<file path="config.mk">
export PLATFORM = sky130hd
export DESIGN_NAME = dcache_param
export DESIGN_NICKNAME = d
export VERILOG_FILES = /design/src/rtl/cpu_types_pkg.sv /design/src/rtl/dcache_way_array.sv /design/src/rtl/dcache_param.sv
export SDC_FILE = /design/constraint.sdc
export NUM_CORES = 2
export LEC_CHECK = 0
export ABC_AREA = 1
export CAP_MARGIN = 20
export CORE_MARGIN = 4
export CORE_UTILIZATION = 65
export DETAILED_ROUTE_END_ITERATION = 16
export GPL_ROUTABILITY_DRIVEN = 0
export GPL_TIMING_DRIVEN = 0
export PLACE_DENSITY_LB_ADDON = 0.2
export RECOVER_POWER = 100
export SLEW_MARGIN = 20
export SYNTH_ARGS = -nofsm -noshare
export SYNTH_HDL_FRONTEND = slang
export SYNTH_HIERARCHICAL = 1
export SYNTH_SLANG_ARGS = --single-unit
</file>
<file path="constraint.sdc">
create_clock -name CLK -period 23.2 [get_ports CLK]
set_input_delay 6.96 -clock CLK [delete_from_list [all_inputs] [get_ports CLK]]
set_output_delay 6.96 -clock CLK [all_outputs]
set_load 0.01 [all_outputs]
</file>
<file path="src/rtl/cpu_types_pkg.sv">
// Shared cache types: address layout, field-width helpers and the controller state encoding.
package cpu_types_pkg;

    localparam int unsigned WORD_W     = 32;
    localparam int unsigned BYTE_OFF_W = 2;

    typedef logic [WORD_W-1:0] word_t;

    // Byte address viewed as a word address plus the ignored byte offset.
    typedef struct packed {
        logic [WORD_W-BYTE_OFF_W-1:0] waddr;
        logic [BYTE_OFF_W-1:0]        boff;
    } dcache_addr_t;

    typedef enum logic [2:0] {
        IDLE,
        WB,
        LD,
        FLUSH_SCAN,
        FLUSH_WB,
        CNT_WR,
        HALT
    } dcache_state_t;

    // Index field width for a given set count.
    function automatic int unsigned idx_w(input int unsigned nsets);
        return $clog2(nsets);
    endfunction

    // Block-offset field width for a given block size in words.
    function automatic int unsigned blk_w(input int unsigned blkwords);
        return $clog2(blkwords);
    endfunction

    // Tag field width: everything above index and block offset.
    function automatic int unsigned tag_w(input int unsigned nsets, input int unsigned blkwords);
        return WORD_W - $clog2(nsets) - $clog2(blkwords) - BYTE_OFF_W;
    endfunction

endpackage

</file>
<file path="src/rtl/dcache_way_array.sv">
// One cache way: per-set valid/dirty/tag plus block data; registered writes, combinational reads.
module dcache_way_array
    import cpu_types_pkg::*;
#(
    parameter  int unsigned NSETS    = 8,
    parameter  int unsigned BLKWORDS = 2,
    parameter  int unsigned TAGW     = 26,
    localparam int unsigned IW       = idx_w(NSETS),
    localparam int unsigned BW       = blk_w(BLKWORDS)
) (
    input  logic            CLK,
    input  logic            nRST,
    input  logic [IW-1:0]   i_idx,
    input  logic [BW-1:0]   i_off,
    input  logic            i_wen,
    input  logic [31:0]     i_wdata,
    input  logic            i_men,
    input  logic            i_mvalid,
    input  logic            i_mdirty,
    input  logic [TAGW-1:0] i_mtag,
    output logic            o_valid,
    output logic            o_dirty,
    output logic [TAGW-1:0] o_tag,
    output logic [31:0]     o_word
);

    logic            r_valid [NSETS];
    logic            r_dirty [NSETS];
    logic [TAGW-1:0] r_tag   [NSETS];
    word_t           r_data  [NSETS][BLKWORDS];

    // Word and metadata writes; reset clears every entry.
    always_ff @(posedge CLK or negedge nRST) begin
        if (!nRST) begin
            for (int s = 0; s < int'(NSETS); s++) begin
                r_valid[s] <= 1'b0;
                r_dirty[s] <= 1'b0;
                r_tag[s]   <= '0;
                for (int w = 0; w < int'(BLKWORDS); w++) begin
                    r_data[s][w] <= '0;
                end
            end
        end else begin
            if (i_wen) begin
                r_data[i_idx][i_off] <= i_wdata;
            end
            if (i_men) begin
                r_valid[i_idx] <= i_mvalid;
                r_dirty[i_idx] <= i_mdirty;
                r_tag[i_idx]   <= i_mtag;
            end
        end
    end

    assign o_valid = r_valid[i_idx];
    assign o_dirty = r_dirty[i_idx];
    assign o_tag   = r_tag[i_idx];
    assign o_word  = r_data[i_idx][i_off];

endmodule

</file>
<file path="src/rtl/dcache_param.sv">
// 2-way set-associative write-back data cache with flush-on-halt and a hit statistic write.
module dcache_param
    import cpu_types_pkg::*;
#(
    parameter int unsigned NSETS    = 8,
    parameter int unsigned BLKWORDS = 2,
    parameter logic [31:0] CNT_ADDR = 32'h0000_3100
) (
    input  logic        CLK,
    input  logic        nRST,
    input  logic        dmemREN,
    input  logic        dmemWEN,
    input  logic [31:0] dmemaddr,
    input  logic [31:0] dmemstore,
    input  logic        halt,
    output logic        dhit,
    output logic [31:0] dmemload,
    output logic        flushed,
    output logic        dREN,
    output logic        dWEN,
    output logic [31:0] daddr,
    output logic [31:0] dstore,
    input  logic [31:0] dload,
    input  logic        dwait
);

    localparam int unsigned IW = idx_w(NSETS);
    localparam int unsigned BW = blk_w(BLKWORDS);
    localparam int unsigned TW = tag_w(NSETS, BLKWORDS);
    localparam int unsigned SW = IW + 1;

    dcache_state_t r_state, w_next;
    logic [BW-1:0]    r_cnt;
    logic [SW-1:0]    r_scan;
    logic [NSETS-1:0] r_lru;
    word_t            r_hit_cnt, r_miss_cnt;

    dcache_addr_t  w_addr;
    logic [TW-1:0] w_tag;
    logic [IW-1:0] w_idx, w_aidx;
    logic [BW-1:0] w_off, w_aoff;
    logic          w_unused_boff;
    logic          w_flush, w_req, w_hway, w_vway, w_way, w_xfer, w_last;
    logic [1:0]    w_valid, w_dirty, w_match, w_wen, w_men;
    logic [TW-1:0] w_tagr [2];
    word_t         w_word [2];
    logic          w_mvalid, w_mdirty;
    logic [TW-1:0] w_mtag;
    word_t         w_wdata;

    assign w_addr        = dmemaddr;
    assign w_tag         = w_addr.waddr[29 -: TW];
    assign w_idx         = w_addr.waddr[BW +: IW];
    assign w_off         = w_addr.waddr[BW-1:0];
    assign w_unused_boff = ^w_addr.boff;

    // Flush walks (set, way) pairs: upper scan bits select the set, bit 0 the way.
    assign w_flush = (r_state == FLUSH_SCAN) || (r_state == FLUSH_WB);
    assign w_aidx  = w_flush ? r_scan[SW-1:1] : w_idx;
    assign w_aoff  = (r_state == IDLE) ? w_off : r_cnt;

    for (genvar g = 0; g < 2; g++) begin : g_way
        dcache_way_array #(
            .NSETS   (NSETS),
            .BLKWORDS(BLKWORDS),
            .TAGW    (TW)
        ) u_way (
            .CLK     (CLK),
            .nRST    (nRST),
            .i_idx   (w_aidx),
            .i_off   (w_aoff),
            .i_wen   (w_wen[g]),
            .i_wdata (w_wdata),
            .i_men   (w_men[g]),
            .i_mvalid(w_mvalid),
            .i_mdirty(w_mdirty),
            .i_mtag  (w_mtag),
            .o_valid (w_valid[g]),
            .o_dirty (w_dirty[g]),
            .o_tag   (w_tagr[g]),
            .o_word  (w_word[g])
        );
        assign w_match[g] = w_valid[g] && (w_tagr[g] == w_tag);
    end

    assign w_req    = dmemREN | dmemWEN;
    assign dhit     = w_req && (r_state == IDLE) && (|w_match);
    assign w_hway   = ~w_match[0];
    assign w_vway   = w_flush ? r_scan[0] : r_lru[w_idx];
    assign w_way    = (r_state == IDLE) ? w_hway : w_vway;
    assign dmemload = dhit ? w_word[w_hway] : '0;
    assign w_xfer   = (dREN | dWEN) & ~dwait;
    assign w_last   = &r_cnt;

    // State register.
    always_ff @(posedge CLK or negedge nRST) begin
        if (!nRST) begin
            r_state <= IDLE;
        end else begin
            r_state <= w_next;
        end
    end

    // Next state, memory-side requests and array write controls.
    always_comb begin
        w_next   = r_state;
        dREN     = 1'b0;
        dWEN     = 1'b0;
        daddr    = '0;
        dstore   = '0;
        flushed  = 1'b0;
        w_wen    = '0;
        w_men    = '0;
        w_wdata  = dmemstore;
        w_mvalid = 1'b1;
        w_mdirty = 1'b0;
        w_mtag   = w_tagr[w_way];
        case (r_state)
            IDLE: begin
                if (w_req) begin
                    if (dhit) begin
                        if (dmemWEN) begin
                            w_wen[w_way] = 1'b1;
                            w_men[w_way] = 1'b1;
                            w_mdirty     = 1'b1;
                        end
                    end else if (w_valid[w_vway] && w_dirty[w_vway]) begin
                        w_next = WB;
                    end else begin
                        w_next = LD;
                    end
                end else if (halt) begin
                    w_next = FLUSH_SCAN;
                end
            end
            WB, FLUSH_WB: begin
                dWEN   = 1'b1;
                daddr  = {w_tagr[w_vway], w_aidx, r_cnt, 2'b00};
                dstore = w_word[w_vway];
                if (w_xfer && w_last) begin
                    w_men[w_vway] = 1'b1;
                    if (r_state == WB) begin
                        w_next = LD;
                    end else if (&r_scan) begin
                        w_next = CNT_WR;
                    end else begin
                        w_next = FLUSH_SCAN;
                    end
                end
            end
            LD: begin
                dREN  = 1'b1;
                daddr = {w_tag, w_idx, r_cnt, 2'b00};
                if (w_xfer) begin
                    // Line stays invalid until its final word is in place.
                    w_wen[w_vway] = 1'b1;
                    w_men[w_vway] = 1'b1;
                    w_wdata       = dload;
                    w_mvalid      = w_last;
                    w_mtag        = w_tag;
                    if (w_last) begin
                        w_next = IDLE;
                    end
                end
            end
            FLUSH_SCAN: begin
                if (w_valid[w_vway] && w_dirty[w_vway]) begin
                    w_next = FLUSH_WB;
                end else if (&r_scan) begin
                    w_next = CNT_WR;
                end
            end
            CNT_WR: begin
                dWEN   = 1'b1;
                daddr  = CNT_ADDR;
                dstore = r_hit_cnt - r_miss_cnt;
                if (!dwait) begin
                    w_next = HALT;
                end
            end
            HALT: begin
                flushed = 1'b1;
            end
            default: begin
                w_next = IDLE;
            end
        endcase
    end

    // Word/scan counters, replacement bits and hit/miss statistics.
    always_ff @(posedge CLK or negedge nRST) begin
        if (!nRST) begin
            r_cnt      <= '0;
            r_scan     <= '0;
            r_lru      <= '0;
            r_hit_cnt  <= '0;
            r_miss_cnt <= '0;
        end else begin
            if (w_xfer && (r_state != CNT_WR)) begin
                r_cnt <= r_cnt + BW'(1);
            end
            if (w_flush && (w_next == FLUSH_SCAN)) begin
                r_scan <= r_scan + SW'(1);
            end
            if (dhit) begin
                r_lru[w_idx] <= ~w_hway;
                r_hit_cnt    <= r_hit_cnt + 32'd1;
            end
            if ((r_state == LD) && w_xfer && w_last) begin
                r_miss_cnt <= r_miss_cnt + 32'd1;
            end
        end
    end

endmodule

</file>
Word level (Yosys, flattened, before mapping)
Cells that the tools add are included. W data, S select, Z words.

Flip-flop bits (word level): 1552. Bits of input ports: 102. Output and inout bits: 100. Logic and storage cells: 256.

$add $sub $neg: 5. Order comparisons: 13. Equality and inequality tests: 10. Muxes and demuxes: 111. Bitwise logic cells: 10. Reduce and logical (&&, ||, !) cells: 21.

Operators with widths (count): $bwmux W512 (2); $mux W32 (16); $bwmux W208 (2); $bmux W64 S3 (2); $mux W26 (13); $mux W64 (5); $demux W64 S3 (1); $bmux W26 S3 (2); $pmux W32 S3 (1); $demux W26 S3 (1); $add A32 B1 Y32 const B (2); $pmux W32 S2 (1); $eq A26 B26 Y1 (2); $bwmux W8 (5); $mux W3 (12); $demux W32 S1 (1); $sub A32 B32 Y32 (1); $mux W1 (29); $pmux W3 S6 (1); $bmux W1 S3 (5); $logic_and A1 B1 Y1 (15); $mux W2 (6); $eq A3 B2 Y1 const B (3); $eq A3 B3 Y1 const B (3); other kinds (26) (39).

Logic depth before layout (Yosys ltp)
Word-level depth: 19. Depth in mapped cells: 35. Gate-level depth less buffers: 29.

Cells and area by module
Netlist, hierarchy kept.

Modules (own cells, without submodules): dcache_way_array (times used 2, cells an instance 4484, area each 33891.3 µm², sequential area each 18417.7 µm²); dcache_param (times used 1, cells an instance 1920, area each 10776.6 µm², sequential area each 2001.9 µm²).

Worst setup path before layout
No wires, ideal clock.

Kind: input -> output. Start: input dmemaddr[5]. End: output dmemload[10]. Arrival: 10.700 ns. Required time: 16.240 ns. Path slack: 5.540 ns. Stages on the path: 20. Path buffers: 5. Cell sequence: buf_2 inv_1 o21ai_0 buf_6 clkbuf_1 buf_1 o21ai_0 nand3_1 inv_1 nand2_1 and2_1 nand2_1 nor2_1 nand2_1 nor2_1 nand3_2 inv_1 buf_2 nor2_1 nor3_1.

RTL lines: start, declared (line dcache_param.sv:13) `input logic [31:0] dmemaddr,`; end, declared (line dcache_param.sv:17) `output logic [31:0] dmemload,`.

==> run summary <==
Design area = 0.0880 mm²
Final Hold Vio Count = 0
RSZ-0062 raised after global routing = false
Routed WL = 304 mm
Cell Pwr Density = 132 mW/mm²
Drt drc = 0
Post-synth cell types = 48
Post-synthesis cell type with the largest combined area = dfrtp_1
Leakage = 44.7 nW
Slew @ Worst Pin = 7.62 ns
Via count = 81600
Die Area = 0.126 mm²
Skew-Pair Late Insertion Delay = 0.82 ns
Die height = 356 µm
Peak supply drop = 0.0906 mV
Vias per cell = 6.28
HPWL after DPL = 214 mm
Initial antenna violation count = 23
Maximum root-to-sink buffer count = 3
Vias in the first global route = 77000
Status = complete, but fails checks
Kind of critical path = in2out
Max-slew headroom at the worst pin = -4.08
Die X = 356 µm
Total CTS buffers = 161
Uppermost routed layer = met5
DRT antenna net count = 0
Final period utilization = 0.967
Core area = 0.120 mm²
Setup TNS = 0 ns
Post-cts resize count = 0
Crit path capture type = primary output
Worst hold slack = 0.484 ns
First-pass GRT wire length = 453 mm
I/O Buffers = 192
Post-layout nets = 11400
Clock skew = 0.0251 ns
Avg Inst Size Synth = 7.22 µm²
Commonest cells after routing, fill and taps aside = nand2_1 (5252), dfrtp_1 (1552), o21ai_0 (1262)
CTS tree = yes
Finished Layout Cells = 13000
Initial Util = 0.655
Routed WL per cell = 23.4 µm
Clk sink count = 1552
Post-synthesis sequential element count = 1552
Placed cells = 12700
WL met2 = 123 mm
CP required = 16.24 ns
Worst-path maximum fanout = 10
Synth area leaders = dfrtp_1 (49%), nand2_1 (25%), o21ai_0 (7.6%)
Io pins = 202
WL met3 = 51.1 mm
Yosys top cell area share = 0.494
Max-cap violations = 5
Mapped Area = 0.0786 mm²
Area of placed instances = 0.0829 mm²
Hold buffers post-CTS = 0
Worst min path class = reg2reg
Synth Instances = 10900
Clock transition at path regs = 0.06 ns
Largest net degree at the start of global routing = 157
Area delta synth->final = 12.0%
Worst setup SP type = primary input
Router iterations before antenna repair = 12
Min Tclk post-route = 22.43 ns
Setup violators final = 0
Global route total overflow = 0
Gr usage total = 0.473
Arrival time worst endpoint = 15.47 ns
Slew Limit Fails = 569
Sequential share of the synthesized area = 0.494
H-tree depth = 4
Warning count from the yosys run = 6
1st-iter DRT viols = 14200
Post-CTS setup buffers = 0
Async set or reset register ratio after synthesis = 1.00
Clock root cell = clkbuf_16
Ys flop type = dfrtp_1
Ratio of cells with drive above 1 in the final layout = 0.0439
Most common cell after layout, fill and taps aside = nand2_1
EDFF count, synth = 0
M1 WL = 102 mm
Max Freq = 44.6 MHz
# rows = 127
Failing checks = max-capacitance violations, max-slew violations
[metal layers]
layer  track usage  vias to the layer above
li1              -                    35200
met1         0.583                    37800
met2         0.663                     6807
met3         0.202                     1837
met4         0.347                       30
met5       0.00115                        -
[worst max-delay path, cell delays in order]
cell and delay [ns]:
buf_2 0.18, inv_1 0.11, o21ai_0 0.77, buf_4 0.31, clkbuf_1 0.98, clkbuf_1 0.86
clkbuf_1 0.59, a21oi_1 0.10, o21ai_0 0.47, nand3_1 0.30, xnor2_1 0.41, nand2_1 0.11
nor2_1 0.10, nand2_1 0.09, nor2_1 0.17, nand3_1 0.64, inv_1 0.33, buf_2 0.34
nor2_1 0.07, nor3_1 0.84, dlygate4sd3_1 0.72
[final timing paths]
path / start / end / slack (ns) / cells after the start
worst max register to register: r_state[0]$_DFF_PN0_ / g_way[0].u_way/r_data[19]$_DFFE_PN0P_ / 13.13 / 25
worst min register to register: g_way[1].u_way/r_tag[20]$_DFFE_PN0P_ / g_way[1].u_way/r_tag[20]$_DFFE_PN0P_ / 0.48 / 2
worst max-delay path: dmemaddr[4] / dmemload[26] / 0.77 / 21
min in group asynchronous: nRST / g_way[0].u_way/r_data[264]$_DFFE_PN0P_ / 9.30 / 2
worst min-delay path: g_way[1].u_way/r_tag[20]$_DFFE_PN0P_ / g_way[1].u_way/r_tag[20]$_DFFE_PN0P_ / 0.48 / 2
max in group asynchronous: nRST / g_way[0].u_way/r_tag[193]$_DFFE_PN0P_ / 3.75 / 5
[cells by family after synthesis]
kind of cell               synth area share
DFF                                   0.494
adders and majority gates           0.00567
and+or+nand+nor                       0.309
other                             0.0000477
buffers and inverters                0.0564
xor gates and xnor gates             0.0100
AOI/OAI and AO/OA                     0.125
[registers in the layout, summed over array words and instances, names as in the netlist]
register and count:
g_way.u_way/r_tag 416, r_state 3, r_scan 4, g_way.u_way/r_dirty 16, g_way.u_way/r_data 1024, g_way.u_way/r_valid 16, r_miss_cnt 32, r_cnt 1
r_lru 8, r_hit_cnt 32
[report_power, final]
part	internal, W	leakage [nW]	switching [W]	total (W)
Combinational	0.00120	21.4	0.00343	0.00463
Clock	0.00159	2.68	0.00112	0.00271
Sequential	0.00369	20.6	0.000567	0.00426
Total	0.00648	44.7	0.00512	0.0116
[per-stage QoR]
step	utilization	power, W	setup slack [ns]
floorplan	-	0.00681	5.54
global placement	0.688	0.00847	-53.37
detailed placement	0.691	0.00856	2.78
CTS	0.737	0.0113	2.75
global route	0.733	0.0121	1.14
finish	0.734	0.0116	0.765
[cells in the mapped netlist (7+ instances only)]
cell type  instances
buf_1             60
nand2_2           16
ha_1              34
nor4_1            12
o21ai_0         1194
nand3b_1           7
nand2_1         5240
xnor2_1           37
nand3_1          152
dfrtp_1         1552
clkbuf_1         395
o221ai_1          28
inv_1            352
nor2_1           628
nor2_4            15
o211ai_1           9
xor2_1            53
a22oi_1           32
a21oi_1          539
nor3_1            60
or2_2             28
buf_2            207
o21ai_1           75
nor3_4            10
nand4_1           47
buf_4             32
inv_2             16
[layout make-up]
class / count / area, µm²
sequential: 1552 / 38800
multi-input combinational: 8263 / 35100
fill: 9312 / 32000
clock buffer: 234 / 4750
buffer: 698 / 2910
timing repair buffer: 205 / 2170
tap: 1612 / 2020
inverter: 376 / 1420
clock inverter: 51 / 751
antenna: 13 / 32.5
Power figures use the tool's default switching activity.
